[config.mk]
export PLATFORM = sky130hd
export DESIGN_NAME = eth_rx_parser
export DESIGN_NICKNAME = d
export VERILOG_FILES = /design/src/rtl/eth_rx_parser.sv
export SDC_FILE = /design/constraint.sdc
export NUM_CORES = 1
export LEC_CHECK = 0
export CAP_MARGIN = 0
export CORE_MARGIN = 2
export CORE_UTILIZATION = 29
export CTS_CLUSTER_DIAMETER = 150
export DETAILED_ROUTE_END_ITERATION = 10
export PLACE_DENSITY_LB_ADDON = 0.12
export SETUP_SLACK_MARGIN = 0.05
export SYNTH_ARGS = -nofsm -noshare
export SYNTH_HDL_FRONTEND = slang
export SYNTH_SLANG_ARGS = --single-unit
export TNS_END_PERCENT = 30
[constraint.sdc]
create_clock -name rxclk -period 5.45 [get_ports rxclk]
set_clock_uncertainty 0.2 [all_clocks]
set_input_delay 0.545 -clock rxclk [delete_from_list [all_inputs] [get_ports rxclk]]
set_output_delay 0.545 -clock rxclk [all_outputs]
set_load 0.005 [all_outputs]
[src/rtl/eth_rx_parser.sv]
// rtl/eth_rx_parser.sv - Ethernet receive parser: preamble/SFD, MAC/EtherType filter, CRC32, ping-pong sample writes
module eth_rx_parser #(
    parameter int          ADDR_W    = 14,
    parameter logic [47:0] MAC_ADDR  = 48'h02_00_00_00_00_01,
    parameter logic [15:0] ETHERTYPE = 16'h88B5
) (
    input  logic              rxclk,
    input  logic              reset,
    input  logic              rx_dv,
    input  logic              rx_er,
    input  logic [7:0]        rx_data,
    output logic              wr_en,
    output logic [ADDR_W-1:0] wr_addr,
    output logic [7:0]        wr_data,
    output logic              rd_bank,
    output logic [ADDR_W-2:0] frame_len,
    output logic [7:0]        div,
    output logic              frame_ok,
    output logic              frame_bad
);
    localparam int          OFF_W       = ADDR_W - 1;
    localparam logic [31:0] CRC_INIT    = 32'hFFFF_FFFF;
    localparam logic [31:0] CRC_RESIDUE = 32'hDEBB_20E3;

    typedef enum logic [2:0] {
        WAIT_IDLE,
        IDLE,
        PRE,
        HDR,
        DIV,
        PAY,
        DROP
    } state_t;

    state_t state, state_n;

    logic [31:0]       crc;
    logic [3:0]        hdr_cnt;
    logic              uc_miss, bc_miss, et_miss;
    logic              uc_miss_n, bc_miss_n, et_miss_n;
    logic              err;
    // One spare MSB: when set the bank is full and the next byte overflows
    logic [ADDR_W-1:0] offset;
    logic [7:0]        div_pend;
    logic [47:0]       mac_sh;

    logic hdr_start, hdr_step, crc_upd, div_load, pay_write, end_ok, end_bad;

    function automatic logic [31:0] crc32_byte(input logic [31:0] c, input logic [7:0] d);
        logic [31:0] r;
        r = c;
        for (int i = 0; i < 8; i++) begin
            if (r[0] ^ d[i]) r = (r >> 1) ^ 32'hEDB8_8320;
            else             r = r >> 1;
        end
        return r;
    endfunction

    // Header compare; misses are accumulated and only acted on after byte 13
    always_comb begin
        mac_sh    = MAC_ADDR << {hdr_cnt, 3'b000};
        uc_miss_n = uc_miss;
        bc_miss_n = bc_miss;
        et_miss_n = et_miss;
        if (hdr_cnt < 4'd6) begin
            uc_miss_n = uc_miss | (rx_data != mac_sh[47:40]);
            bc_miss_n = bc_miss | (rx_data != 8'hFF);
        end
        if (hdr_cnt == 4'd12) et_miss_n = et_miss | (rx_data != ETHERTYPE[15:8]);
        if (hdr_cnt == 4'd13) et_miss_n = et_miss | (rx_data != ETHERTYPE[7:0]);
    end

    always_ff @(posedge rxclk) begin
        if (reset) state <= WAIT_IDLE;
        else       state <= state_n;
    end

    always_comb begin
        state_n   = state;
        hdr_start = 1'b0;
        hdr_step  = 1'b0;
        crc_upd   = 1'b0;
        div_load  = 1'b0;
        pay_write = 1'b0;
        end_ok    = 1'b0;
        end_bad   = 1'b0;
        case (state)
            WAIT_IDLE: begin
                if (!rx_dv) state_n = IDLE;
            end
            IDLE, PRE: begin
                if (!rx_dv) begin
                    state_n = IDLE;
                end else if (rx_data == 8'h55) begin
                    state_n = PRE;
                end else if (rx_data == 8'hD5) begin
                    state_n   = HDR;
                    hdr_start = 1'b1;
                end else begin
                    state_n = DROP;
                end
            end
            HDR: begin
                if (!rx_dv) begin
                    state_n = IDLE;
                    end_bad = 1'b1;
                end else begin
                    crc_upd  = 1'b1;
                    hdr_step = 1'b1;
                    if (hdr_cnt == 4'd13)
                        state_n = ((uc_miss_n & bc_miss_n) | et_miss_n) ? DROP : DIV;
                end
            end
            DIV: begin
                if (!rx_dv) begin
                    state_n = IDLE;
                    end_bad = 1'b1;
                end else begin
                    crc_upd  = 1'b1;
                    div_load = 1'b1;
                    state_n  = PAY;
                end
            end
            PAY: begin
                if (!rx_dv) begin
                    state_n = IDLE;
                    if (crc == CRC_RESIDUE && !err && offset >= ADDR_W'(4)) end_ok  = 1'b1;
                    else                                                    end_bad = 1'b1;
                end else if (offset[ADDR_W-1]) begin
                    state_n = DROP;
                end else begin
                    crc_upd   = 1'b1;
                    pay_write = 1'b1;
                end
            end
            DROP: begin
                if (!rx_dv) begin
                    state_n = IDLE;
                    end_bad = 1'b1;
                end
            end
            default: state_n = WAIT_IDLE;
        endcase
    end

    always_ff @(posedge rxclk) begin
        if (reset) begin
            wr_en     <= 1'b0;
            wr_addr   <= '0;
            wr_data   <= '0;
            rd_bank   <= 1'b0;
            frame_len <= '0;
            div       <= '0;
            frame_ok  <= 1'b0;
            frame_bad <= 1'b0;
            crc       <= CRC_INIT;
            hdr_cnt   <= '0;
            uc_miss   <= 1'b0;
            bc_miss   <= 1'b0;
            et_miss   <= 1'b0;
            err       <= 1'b0;
            offset    <= '0;
            div_pend  <= '0;
        end else begin
            wr_en     <= pay_write;
            frame_ok  <= end_ok;
            frame_bad <= end_bad;
            if (hdr_start) begin
                crc     <= CRC_INIT;
                hdr_cnt <= '0;
                uc_miss <= 1'b0;
                bc_miss <= 1'b0;
                et_miss <= 1'b0;
                err     <= 1'b0;
                offset  <= '0;
            end else if (crc_upd) begin
                crc <= crc32_byte(crc, rx_data);
                if (rx_er) err <= 1'b1;
            end
            if (hdr_step) begin
                hdr_cnt <= hdr_cnt + 4'd1;
                uc_miss <= uc_miss_n;
                bc_miss <= bc_miss_n;
                et_miss <= et_miss_n;
            end
            if (div_load) div_pend <= rx_data;
            if (pay_write) begin
                wr_data <= rx_data;
                wr_addr <= {~rd_bank, offset[ADDR_W-2:0]};
                offset  <= offset + ADDR_W'(1);
            end
            // The four trailing FCS bytes were written as samples; drop them from the count
            if (end_ok) begin
                rd_bank   <= ~rd_bank;
                frame_len <= offset[ADDR_W-2:0] - OFF_W'(4);
                div       <= div_pend;
            end
        end
    end
endmodule

==> results of run 1 <==
## synthesized netlist by cell type (4+ instances only)
cell / n / area share (%)
xnor2_1: 33 / 5.0
inv_1: 9 / 0.59
clkbuf_1: 28 / 1.8
nand2b_1: 5 / 0.55
buf_6: 4 / 0.78
buf_2: 10 / 0.87
nand2_1: 103 / 6.7
nand3_1: 17 / 1.5
ha_1: 8 / 1.7
nand4_1: 7 / 0.76
mux2_2: 4 / 0.78
o211ai_1: 24 / 3.1
nor2b_1: 6 / 0.65
o21ai_0: 14 / 1.2
nor4_1: 4 / 0.44
dfxtp_1: 112 / 39
a21oi_1: 57 / 5.0
xnor2_4: 5 / 2.4
nor3_1: 8 / 0.70
xnor2_2: 6 / 1.7
o21ai_1: 5 / 0.44
xor2_1: 31 / 4.7
mux2i_1: 18 / 3.1
nor2_1: 71 / 4.6
## sequential cells by signal, indices dropped and copies added (netlist names)
register,count
wr_en,1
rd_bank,1
err,1
frame_bad,1
wr_data,8
hdr_cnt,4
offset,14
uc_miss,1
et_miss,1
frame_len,13
crc,32
div,8
state,3
wr_addr,14
bc_miss,1
div_pend,8
frame_ok,1
## metal layers
layer / wire length (µm) / vias to the layer above / global-route usage, %
li1: - / 2262 / -
met1: 7400 / 2125 / 21.0
met2: 6520 / 108 / 22.3
met3: 641 / 6 / 3.32
met4: 102 / 0 / 3.68
met5: 0 / - / 0
## cell type report
cell class	instances	area share [%]
flip-flops and latches	112	33.3
repair buffers	62	8.98
well taps	265	4.92
clock inverters	6	1.08
multi-input cells	483	47.7
inverters	9	0.501
clock buffers	10	3.55
## worst max-delay path: cells and delay by family
| kind | cells | cell delay (ns) |
|---|---|---|
| AOI/OAI and AO/OA | 2 | 0.63 |
| buffers and inverters | 2 | 1.11 |
| and+or+nand+nor | 3 | 0.66 |
## kinds of logic after synthesis
family	synth area share (%)
multiplexers	3.92
buffers and inverters	5.04
adder cells (fa/ha/maj)	1.74
flip-flops	39.1
AO/OA/AOI/OAI	12.2
AND/OR/NAND/NOR	21.8
XOR/XNOR	16.2
## worst paths after layout
kind | endpoint | start | slack, ns
max reg2reg | frame_len[3]$_SDFFE_PP0P_ | offset[2]$_SDFFE_PP0P_ | 2.69
min | wr_addr[9]$_SDFFE_PP0P_ | wr_addr[9]$_SDFFE_PP0P_ | 0.26
min reg2reg | wr_addr[9]$_SDFFE_PP0P_ | wr_addr[9]$_SDFFE_PP0P_ | 0.26
max | crc[31]$_SDFFE_PP1P_ | rx_data[3] | 2.48
## through the flow
stage          worst slack (ns)  hold slack, ns
5_1_grt                    2.33           0.277
4_1_cts                    2.51           0.260
3_3_place_gp               2.15           0.246
6_report                   2.48           0.256
2_1_floorplan              3.09           0.236
3_5_place_dp               2.14           0.249
## where the power goes
part           internal, mW  switching (mW)  leakage, nW
logic                 0.153           0.189         1.50
registers             0.836          0.0217        0.905
clock network         0.376           0.319        0.155
==> key figures, run 1 <==
Global routing
  – Total Routing Usage GR: 14.6%
  – Largest net degree at the start of global routing: 79
  – Vias in the first global route: 4289
  – First-pass GRT wire length: 23700 µm
  – Initial antenna violation count: 0
  – GRT overflow: 0

Worst setup path
  – Worst-path fanout max: 29
  – CP max stage delay: 0.79 ns
  – Required time of the critical path: 5.47 ns
  – Setup Crit Path Kind: primary input to register
  – Worst reg-to-reg path cell count: 8
  – CP Data Arrival Time: 2.98 ns
  – Crit end category: register
  – CP max stage cell: clkdlybuf4s50_1
  – Startpoint types: primary input
  – Crit-path cells: clkdlybuf4s50_1, and4bb_2, nand3_1, a211o_1, nor2b_1, buf_4, o21ai_0

Place
  – RD Place Congestion: 0.811
  – Placed insts: 931
  – HPWL after DPL: 10600 µm
  – Port Buffers: 58
  – Area after DPL: 6430 µm²

Timing
  – RSZ-0062 raised after global routing: no
  – Slew @ Worst Pin: 0.848 ns
  – Final-report setup violation count: 0
  – Final TNS setup: 0 ns
  – Final Hold Vio Count: 0
  – Final Max Slew Viols: 0
  – Fmax: 337 MHz
  – Final period util: 54.5%
  – Relative slew slack: 43.4%
  – Min cycle time layout: 2.97 ns

Final layout
  – # diodes: 0
  – Final Core Density: 34.6%
  – NumNets Final: 697
  – # fillers: around 2k
  – Most frequent cells in the layout: dfxtp_1 (112), nand2_1 (103), nor2_1 (70)
  – Reg area: between 2000 and 2500 µm²
  – Commonest non-fill, non-tap cell in the layout: dfxtp_1
  – Area of the multi-input gates: 3220 µm²
  – Share of cells above drive strength 1: 8.06%
  – Post-Layout Cell Count: 947
  – Design Area, Final: 6740 µm²
  – Area growth syn-to-layout: 17.5%

Synthesis
  – Synth unique cells: 64
  – Post-synthesis sequential area ratio: 39.1%
  – Synthesized instance count: 650
  – Post-synth ARST share: 0%
  – Mapped Avg Cell Area: approximately 9 µm²
  – Post-synth top flop: dfxtp_1
  – Yosys warning total: 0
  – #FFs+latches synth: around 110
  – Synthesized cell area: 5740 µm²
  – Syn nets: 670
  – Number of enable flip-flop cells after synthesis: 0

CTS
  – CTS resizes: 0
  – Worst-Skew Late Latency: ~0.36 ns
  – Clock-pin slew on the worst setup and hold paths: ~0.08 ns
  – Num CTS Buffers: 9
  – Post CTS Setup Buffer Count: 0
  – Buffer levels on the longest clock path: 2
  – CTS Root Cell: clkbuf_16
  – Htree depth: 3
  – CTS sink cnt: 112
  – Hold-fix buffer count after cts: 0
  – CTS tree: built

Route
  – Drt initial violations: roughly 340
  – Drt drc: 0
  – Final ANT Viol Nets: 0
  – Wire length per cell: around 15 µm
  – DRT Wirelength: around 15000 µm
  – Initial DRT Pass Iterations: 4
  – Vias: 4501
  – Vias/cell: 4.75

Floorplanning
  – CORE AREA: 19500 µm²
  – Die ar.: 20900 µm²
  – Row count: a little over 50
  – Die X-Extent: 145 µm
  – Initial Util: 29.5%
  – Number of top-level pins: between 50 and 60
  – Chip height: approximately 140 µm

Power
  – Leak: 2.56 nW
  – P per Cell Area: 281 nW/µm²
  – Total power: 1.89 mW
  – Peak VDD IR: roughly 0.00015 V

Min path
  – Hold depth: 2
  – Worst Hold Class: register to register

Run
  – Max cap viols: 0

Run status
  – Outcome: finished, final reports clean
(Power assumes the default switching activity.)
==> run 2, diff against run 1 <==
==> constraint.sdc (replaced) <==
create_clock -name rxclk -period 2.45 [get_ports rxclk]
set_clock_uncertainty 0.2 [all_clocks]
set_input_delay 0.245 -clock rxclk [delete_from_list [all_inputs] [get_ports rxclk]]
set_output_delay 0.245 -clock rxclk [all_outputs]
set_load 0.005 [all_outputs]
==> run 2 against run 1 <==
Effect of this change:
- flip-flop and latch count unchanged
- largest power group unchanged
- critical path type is now register to register
- largest cell class unchanged
- first-iteration DRC count down 11%
- total power grew 130%
- global-route usage up 1.4 points
==> key figures, run 2 (synthesis gave the netlist of run 1 again) <==
CTS
  – Htree depth: 3
  – Post CTS Setup Buffer Count: 0
  – Buffer levels on the longest clock path: 2
  – CTS Root Cell: clkbuf_16
  – Worst-Skew Late Latency: roughly 0.36 ns
  – Clock-pin slew on the worst setup and hold paths: 0.08 ns
  – CTS sink cnt: 112
  – Num CTS Buffers: 9
  – CTS tree: built

Floorplanning
  – Row count: 51
  – Initial Util: 29.5%
  – Die X-Extent: 145 µm
  – Number of top-level pins: a little under 60
  – Chip height: about 140 µm
  – Die ar.: about 21000 µm²
  – CORE AREA: 19500 µm²

Timing
  – Final TNS setup: 0 ns
  – Relative slew slack: 65.6%
  – Final Hold Vio Count: 0
  – Fmax: 452 MHz
  – Min cycle time layout: 2.21 ns
  – Final period util: 90.2%
  – Final-report setup violation count: 0
  – Final Max Slew Viols: 0
  – RSZ-0062 raised after global routing: no
  – Slew @ Worst Pin: 0.509 ns

Worst setup path
  – CP Launch Point: state[1]$_SDFFE_PP0P_
  – Worst R2R Setup Slack: 0.24 ns
  – Worst-path fanout max: 13
  – Crit end category: register
  – CP Data Arrival Time: 2.31 ns
  – Crit-path cells: nand3b_1, nor4_1, and3_1, and3_1, mux2_2, nor2_1
  – Most Frequent Cell on Critical Path: and3_1
  – Buf/Inv on CP: 0
  – Startpoint types: register
  – CP delay by family, top: simple AND/OR/NAND/NOR gates
  – Setup Crit Path Kind: register to register
  – Required time of the critical path: 2.55 ns
  – Worst r2r src: state[1]$_SDFFE_PP0P_
  – CP max stage delay: 0.44 ns
  – CP max stage cell: nor4_1

Place
  – Port Buffers: 58
  – Placed insts: about 1k
  – RD Place Congestion: 0.876
  – HPWL after DPL: 12200 µm
  – Area after DPL: roughly 7000 µm²

Route
  – Drt initial violations: 304
  – Initial DRT Pass Iterations: 5
  – Wire length per cell: 15.7 µm
  – DRT Wirelength: 15900 µm
  – Vias/cell: approximately 4.7
  – Vias: 4738
  – Drt drc: 0
  – Final ANT Viol Nets: 0

Final layout
  – Commonest non-fill, non-tap cell in the layout: dfxtp_1
  – Design Area, Final: 7320 µm²
  – Top Registers: crc (32), offset (14), wr_addr (14)
  – # diodes: 0
  – Most frequent cells in the layout: dfxtp_1 (111), nand2_1 (103), nor2_1 (70)
  – Share of cells above drive strength 1: 16.8%
  – NumNets Final: 767
  – Register bank with the most flops: crc
  – Area growth syn-to-layout: 27.5%
  – Post-Layout Cell Count: 1017
  – Reg area: 2240 µm²
  – Area of the multi-input gates: approximately 3200 µm²
  – # fillers: 1981
  – Max FFs per register: 32

Min path
  – Start point of the worst min-delay path: reset
  – Worst Hold Class: primary input to register

Run status
  – Outcome: finished, final reports clean

Power
  – P per Cell Area: between 500 and 600 nW/µm²
  – Peak VDD IR: 0.000315 V
  – Leak: 2.93 nW
  – Total power: 4.29 mW

Global routing
  – GRT overflow: 0
  – First-pass GRT wire length: 25700 µm
  – Initial antenna violation count: 0
  – Largest net degree at the start of global routing: 53
  – Total Routing Usage GR: 16.1%
  – Vias in the first global route: 4529

Run
  – Max cap viols: 0
==> run 2: cell count changes in the layout (fill, tap and decap cells not counted), sizes merged <==
cell    before  now
bufinv       1    0
clkbuf      10   11
buf          5   75
==> run 2: metrics by stage <==
| stage | worst slack (ns) | hold slack (ns) | utilization, % |
|---|---|---|---|
| finish | 0.240 | 0.0710 | 37.6 |
| global route | 0.0540 | 0.0699 | 37.6 |
| CTS | 0.120 | 0.0613 | 37.6 |
| detailed placement | -0.0750 | 0.249 | 36.1 |
| global placement | -0.0533 | 0.244 | 36.1 |
| floorplan | 0.210 | 0.181 | - |
==> run 2: worst paths after layout <==
kind              cells past startpoint                      end
setup reg to reg                      6   offset[9]$_SDFFE_PP0P_
setup / recovery                      6   offset[9]$_SDFFE_PP0P_
hold / removal                        2  hdr_cnt[0]$_SDFFE_PP0P_
hold reg to reg                       2  wr_data[7]$_SDFFE_PP0P_
==> run 2: repair_timing <==
item / CTS / global route
resized for setup: 1 / 1
pin swaps: 0 / 1
endpoints found under the setup margin: 11 / 15
hold buffers: 0 / 0
cloned: 0 / 0
==> run 2: layout make-up <==
cell class	count	share of cell area, %
clock inverter	5	0.667
clock buffer	11	3.32
inverter	9	0.462
tap	265	4.53
sequential	112	30.7
timing repair buffer	132	16.3
multi-input combinational	483	44.0
==> run 2: where the power goes <==
group | leakage (nW) | total (mW) | internal [mW] | switching, mW
combinational | 1.88 | 0.911 | 0.450 | 0.462
clock | 0.144 | 1.47 | 0.742 | 0.732
sequential | 0.905 | 1.91 | 1.86 | 0.0462
total | 2.93 | 4.29 | 3.05 | 1.24
==> run 2: layer usage <==
| layer | up-vias | GRT usage (%) | wire (µm) |
|---|---|---|---|
| li1 | 2395 | - | - |
| met3 | 13 | 2.96 | 752 |
| met4 | 0 | 4.29 | 183 |
| met5 | - | 0 | 0 |
| met2 | 103 | 23.2 | 6790 |
| met1 | 2227 | 24.3 | 8200 |
==> run 3, diff against run 2 <==
--- a/config.mk
+++ b/config.mk
@@ -10,6 +10,7 @@
 export CORE_UTILIZATION = 29
 export CTS_CLUSTER_DIAMETER = 150
 export DETAILED_ROUTE_END_ITERATION = 10
+export GPL_ROUTABILITY_DRIVEN = 0
 export PLACE_DENSITY_LB_ADDON = 0.12
 export SETUP_SLACK_MARGIN = 0.05
 export SYNTH_ARGS = -nofsm -noshare
==> results of run 3 <==
Same layout as run 2: the final DEF is identical, and so are final timing and power.
